$ cat src/rtl/buffer_uart_tx.sv
// Streams a fixed ASCII message ("Hello, World!") one byte at a time after a
// valid/ready handshake, holding each byte for BYTE_CYCLES clocks.
module buffer_uart_tx #(
    parameter int BYTE_MAX    = 13,
    parameter int BYTE_CYCLES = 4
) (
    input  logic       clk,
    input  logic       rst,
    input  logic       valid,
    output logic       ready,
    output logic [7:0] data
);

    localparam int IDX_W  = $clog2(BYTE_MAX + 1);
    localparam int HOLD_W = $clog2(BYTE_CYCLES + 1);

    localparam logic [IDX_W-1:0]  IDX_LAST  = IDX_W'(BYTE_MAX - 1);
    localparam logic [HOLD_W-1:0] HOLD_LAST = HOLD_W'(BYTE_CYCLES - 1);

    typedef enum logic {
        IDLE = 1'b0,
        SEND = 1'b1
    } state_t;

    state_t             state_q, state_d;
    logic [IDX_W-1:0]   idx_q, idx_d;
    logic [HOLD_W-1:0]  hold_q, hold_d;
    logic               ready_q, ready_d;
    logic [7:0]         data_q, data_d;

    // Message ROM; anything beyond the 13 message characters reads as zero.
    function automatic logic [7:0] rom_byte(input logic [IDX_W-1:0] idx);
        logic [31:0] i;
        i = 32'(idx);
        case (i)
            32'd0:   rom_byte = 8'h48;
            32'd1:   rom_byte = 8'h65;
            32'd2:   rom_byte = 8'h6C;
            32'd3:   rom_byte = 8'h6C;
            32'd4:   rom_byte = 8'h6F;
            32'd5:   rom_byte = 8'h2C;
            32'd6:   rom_byte = 8'h20;
            32'd7:   rom_byte = 8'h57;
            32'd8:   rom_byte = 8'h6F;
            32'd9:   rom_byte = 8'h72;
            32'd10:  rom_byte = 8'h6C;
            32'd11:  rom_byte = 8'h64;
            32'd12:  rom_byte = 8'h21;
            default: rom_byte = 8'h00;
        endcase
    endfunction

    always_ff @(posedge clk) begin
        if (rst) begin
            state_q <= IDLE;
            idx_q   <= '0;
            hold_q  <= '0;
            ready_q <= 1'b1;
            data_q  <= 8'h00;
        end else begin
            state_q <= state_d;
            idx_q   <= idx_d;
            hold_q  <= hold_d;
            ready_q <= ready_d;
            data_q  <= data_d;
        end
    end

    always_comb begin
        state_d = state_q;
        idx_d   = idx_q;
        hold_d  = hold_q;
        case (state_q)
            IDLE: begin
                if (valid) begin
                    state_d = SEND;
                    idx_d   = '0;
                    hold_d  = '0;
                end
            end
            SEND: begin
                if (hold_q == HOLD_LAST) begin
                    hold_d = '0;
                    if (idx_q == IDX_LAST) begin
                        state_d = IDLE;
                        idx_d   = '0;
                    end else begin
                        idx_d = idx_q + 1'b1;
                    end
                end else begin
                    hold_d = hold_q + 1'b1;
                end
            end
            default: begin
                state_d = IDLE;
                idx_d   = '0;
                hold_d  = '0;
            end
        endcase
    end

    // Outputs are derived from the next state so they register on the same edge.
    always_comb begin
        ready_d = (state_d == IDLE);
        data_d  = (state_d == SEND) ? rom_byte(idx_d) : 8'h00;
    end

    assign ready = ready_q;
    assign data  = data_q;

endmodule

$ cat config.mk
export PLATFORM = sky130hd
export DESIGN_NAME = buffer_uart_tx
export DESIGN_NICKNAME = d
export VERILOG_FILES = /design/src/rtl/buffer_uart_tx.sv
export SDC_FILE = /design/constraint.sdc
export NUM_CORES = 1
export LEC_CHECK = 0
export CAP_MARGIN = 10
export CORE_MARGIN = 1.5
export CORE_UTILIZATION = 45
export DETAILED_ROUTE_END_ITERATION = 10
export GPL_TIMING_DRIVEN = 0
export MAX_ROUTING_LAYER = met4
export PLACE_DENSITY = 0.7
export SLEW_MARGIN = 20
export SYNTH_ARGS = -nofsm -noshare
export SYNTH_HDL_FRONTEND = slang
export SYNTH_SLANG_ARGS = --single-unit
$ cat constraint.sdc
create_clock -name clk -period 3.1 [get_ports clk]
set_input_delay 0.62 -clock clk [delete_from_list [all_inputs] [get_ports clk]]
set_output_delay 0.62 -clock clk [all_outputs]
set_load 0.05 [all_outputs]
# Yosys cells after proc, flatten, opt, wreduce, memory -nomap -nowiden
# Memories as Yosys holds them, arrays and structs flattened. A register that Yosys moved wholly into a read port is not among the register bits.
# Index checks and enable logic that the tools add are counted.
# classes
addsub	2
n_eq_ne	3
mux	11
bitwise_logic	2
reduce_logical	1
# op_table
op	count
2-to-1 mux 4 bit	3
one-hot mux 4 bit (2 select lines)	1
2-to-1 mux 3 bit	2
one-hot mux 3 bit (2 select lines)	1
adder 4 x 1 -> 4 bit (second input constant)	1
== test 4 bit (second input constant)	1
adder 3 x 1 -> 3 bit (second input constant)	1
== test 3 x 2 -> 1 bit (second input constant)	1
2-to-1 mux 1 bit	3
!= test 2 bit (second input constant)	1
NOT 1 bit	2
one-hot mux 1 bit (2 select lines)	1
OR reduction 2 bit	1
# word_totals
ff_bits	17
mem_bits_ro	112
inputBits	3
memories	1
# memory_table
memory	words	word_bits	rd	rd_ports_with_merged_regs	write_ports	line	text
(no name shown)	16	7	1	1	0	35	case (i)

# Longest topological paths before layout
# Gate-level depths: netlist of run 1.
# logic_depth
ltp_word	6
mapped_depth	10
depth_no_buf	10

# Worst setup path after synthesis of run 1
# OpenSTA, ideal clock, no wires.
# synth_path
path_type	input port to flip-flop
from	in valid
to	reg data_q[3], in the netlist data[3]
arrival_time_ns	1.899
required_ns	2.974
path_slack_ns	1.075
cell_stages	8
path_cell_list	nor2_1 -> a21o_1 -> a32o_1 -> inv_2 -> ha_1 -> or2_2 -> a21oi_1 -> a211oi_1
# synth_via
elab_cells_between_ends	6
cone_classes	mux (4); bitwise (1); reduce/logical (1)
# synth_lines
item	line	text
start, declared	9	input logic valid,
2-to-1 mux 4 bit	75	if (valid) begin
one-hot mux 4 bit (2 select lines)	73	case (state_q)
via idx_d[1]	26	logic [IDX_W-1:0] idx_q, idx_d;
end, declared	29	logic [7:0] data_q, data_d;
# The timed path passes the listed nets, and every way through them passes these cells.
# A chain may end at the register's enable or synchronous reset.

# Worst setup path in the final report of run 1
# Ends and elaborated chain as after synthesis.

==> impl_metrics.json, run 1 <==
{
  "synth_cell_types": 42,
  "hpwl_mm": 1.170,
  "antennaDiodeCount": 0,
  "first_iter_violations": 27,
  "status": "finished clean",
  "worstHoldPathType": "reg2reg",
  "clock_skew_ps": 3.372,
  "numPortBuffers": 9,
  "worst-path-buf-inv": 2,
  "r2r_start": "hold_q[0]",
  "layout-drive-gt1-share_pct": 13.64,
  "rsz0062_at_grt": "false",
  "netlist.area_leader.share_pct": 36.99,
  "arrival_ps": 2610,
  "start_util_pct": 49.08,
  "hold_buffers": 0,
  "cts_tree": "yes",
  "wl_per_cell_um": 11.47,
  "cpMaxStageDelayCell": "clkdlybuf4s50_1",
  "p_switching_mw": 0.09764,
  "track_usage_pct": 17.22,
  "vias_per_cell": 5.111,
  "switching_share_pct": 24.82,
  "post_cts_resized": 0,
  "hold_viol": 0,
  "maxSlewViolCount": 0,
  "clk_latency_ps": 290,
  "coreArea_um2": 1764,
  "async_flop_share_pct": 0,
  "cts_root_buf": "clkbuf_4",
  "num_vias": 690,
  "cts_made_buffers": 3,
  "die_w_um": 46.87,
  "grt_pass1_vias": 586,
  "min_path_cells": 1,
  "hold_slack_ps": 519.6,
  "row_count": 15,
  "routed_wl_mm": 1.549,
  "fillers": 171,
  "path_clk_slew_ps": 90,
  "cellPowerDensity_nw_per_um2": 384.4,
  "synth-seq-area-share_pct": 36.99,
  "synth_top_cell_by_area": "dfxtp_1",
  "critPathKind": "in2reg",
  "crit_chain": "clkdlybuf4s50_1 -> nor2_1 -> a21o_1 -> a21oi_1 -> inv_1 -> ha_1 -> mux2_2 -> a211oi_1",
  "synth.most_common_cell": "dfxtp_1",
  "ff2ff_setup_slack_ps": 870,
  "cts_max_path_buffers": 2,
  "rr_endpoint": "data[3]",
  "nets": 123,
  "antenna_found_initial": 0,
  "ant_nets": 0,
  "drt-pass1-iter-count": 4,
  "fin_tns_setup_ps": 0,
  "syn_area_per_cell_um2": 8.926,
  "slowest_delay_ps": 470,
  "clock-sinks": 16,
  "p_comb_share_pct": 10.4,
  "internal_power_mw": 0.2958,
  "synth.area.top_cells": "dfxtp_1 37%, ha_1 13%, a21oi_1 5.2%",
  "synthesis.area_um2": 865.8,
  "cp-start-kind": "input port",
  "route.detailed.drc": 0,
  "path_max_fanout": 6,
  "power.leakage_nw": 0.4215,
  "peakVddDrop_uv": 212.0,
  "ys.warnings.count": 0,
  "crit_family": "compound AO/OA/AOI/OAI gates",
  "gp_congestion": 0.8450,
  "die_area_um2": 2196,
  "synth_nets": 109,
  "cts.htree.levels": 1,
  "rr_worst_depth": 8,
  "post-route-util_pct": 58.01,
  "drv_cap": 0,
  "post_cts_buffers": 0,
  "grt.overflow.total": 0,
  "ys_ff_latch": 16,
  "fp.dieH_um": 46.87,
  "max_freq_ghz": 0.4181,
  "grt_first_pass_wirelength_mm": 2.587,
  "min_to": "hold_q[2]",
  "yosys_most_used_dff": "dfxtp_1",
  "cp.required_ps": 3310,
  "finalCritPeriodShare_pct": 77.15,
  "cp-end-kind": "flip-flop",
  "synth-edff-count": 0,
  "power_frac_clock_pct": 35.5,
  "finalCriticalPeriod_ps": 2392,
  "ioPinCount": 12,
  "syn_to_final_growth_pct": 18.21,
  "synth_top_cells_by_count": "16 x dfxtp_1, 9 x a21oi_1, 9 x ha_1, 9 x nor2_1, 7 x nand2_1",
  "power_frac_seq_pct": 54.1,
  "grt_max_degree": 11,
  "setup_viol": 0,
  "synthCells": 97,
  "p_total_mw": 0.3934,
  "hp-start": "hold_q[2]"
}
area by class of cell:
class	instances	area [um2]	area share (%)
timing repair buffer	9	90.09	8.802
sequential	16	320.3	31.30
tap	25	31.28	3.056
multi-input combinational	68	483.0	47.19
clock buffer	4	36.28	3.545
inverter	8	30.03	2.934
buffer	5	32.53	3.178
state kept, by name, summed over array words and instances, names as in the netlist:
name	cells
ready	1
idx_q	4
hold_q	3
data	7
state_q	1
power by group through the flow:
| stage | Combinational, mW | Clock, mW | Sequential (mW) |
|---|---|---|---|
| floorplan | 0.0199 | 0 | 0.227 |
| global placement | 0.0403 | 0 | 0.218 |
| detailed placement | 0.0407 | 0 | 0.218 |
| CTS | 0.0406 | 0.142 | 0.213 |
| global route | 0.0446 | 0.152 | 0.214 |
| finish | 0.0408 | 0.140 | 0.213 |
how the worst max path moves through the flow:
stage,from,end,slack [ps],cells past startpoint
floorplan,valid,data[3],1080,8
global placement,valid,data[3],420,9
detailed placement,valid,data[3],380,8
CTS,valid,data[3],690,8
global route,valid,data[3],550,8
finish,valid,data[3],710,8
metal layers:
metal / global-route usage, % / part of all wire, % / up-vias
met1: 23.94 / 50 / 304
met5: - / 0 / -
met3: 3.462 / 4.6 / 5
met4: 8.333 / 2.5 / 0
met2: 23.56 / 43 / 19
li1: - / - / 362
cell families (layout without fill, tap and decap cells):
group | count (synthesis) | after routing | share of synthesized area [%]
muxes | 3 | 3 | 4.190
and+or+nand+nor | 33 | 33 | 20.96
other | 1 | 1 | 0.4331
DFF | 16 | 16 | 36.99
adders and majority gates | 9 | 9 | 13.01
AOI/OAI and AO/OA | 22 | 22 | 17.20
buffers and inverters | 13 | 26 | 7.224
cells in the final DEF (no fill, tap or decap), drive strengths merged, types with 2 or more instances in the layout:
cell	n
a211oi	2
a21oi	9
a31oi	2
and2	2
buf	5
clkbuf	4
clkdlybuf4s50	9
dfxtp	16
ha	9
inv	7
mux2	2
nand2	7
nand3	2
nor2	9
nor2b	2
nor3b	2
worst register-to-register path: cells and delay by family, from the launching register on:
family / cells / cell delay [ps]
AND/OR/NAND/NOR: 1 / 130
AO/OA/AOI/OAI: 3 / 790
adder cells (fa/ha/maj): 2 / 440
multiplexers: 1 / 260
flip-flops: 1 / 370
buffers and inverters: 1 / 150
stage by stage:
stage                     worst slack [ps]  area [um2]  std cells
after floorplan                       1075       865.8         97
after detailed placement             379.9       987.2        131
after global placement               420.7       987.2        131
final                                708.4        1023        135
after global routing                 550.2        1023        135
after CTS                            692.3        1023        135
(Power assumes the default switching activity.)
==> run 2, diff against run 1 <==
Clock period 3.1 ns to 2.5 ns, I/O delays scaled along.
==> results of run 2 <==
The final DEF is identical to that of run 1. Status: finished clean.
Among the figures that moved: setup slack after placement 379.9 ps -> -100.1 ps; setup slack after layout 708.4 ps -> 228.4 ps; register-to-register setup slack 870 ps -> 270 ps; total power 0.3934 mW -> 0.4879 mW; worst IR drop on VDD 212.0 uV -> 262.8 uV
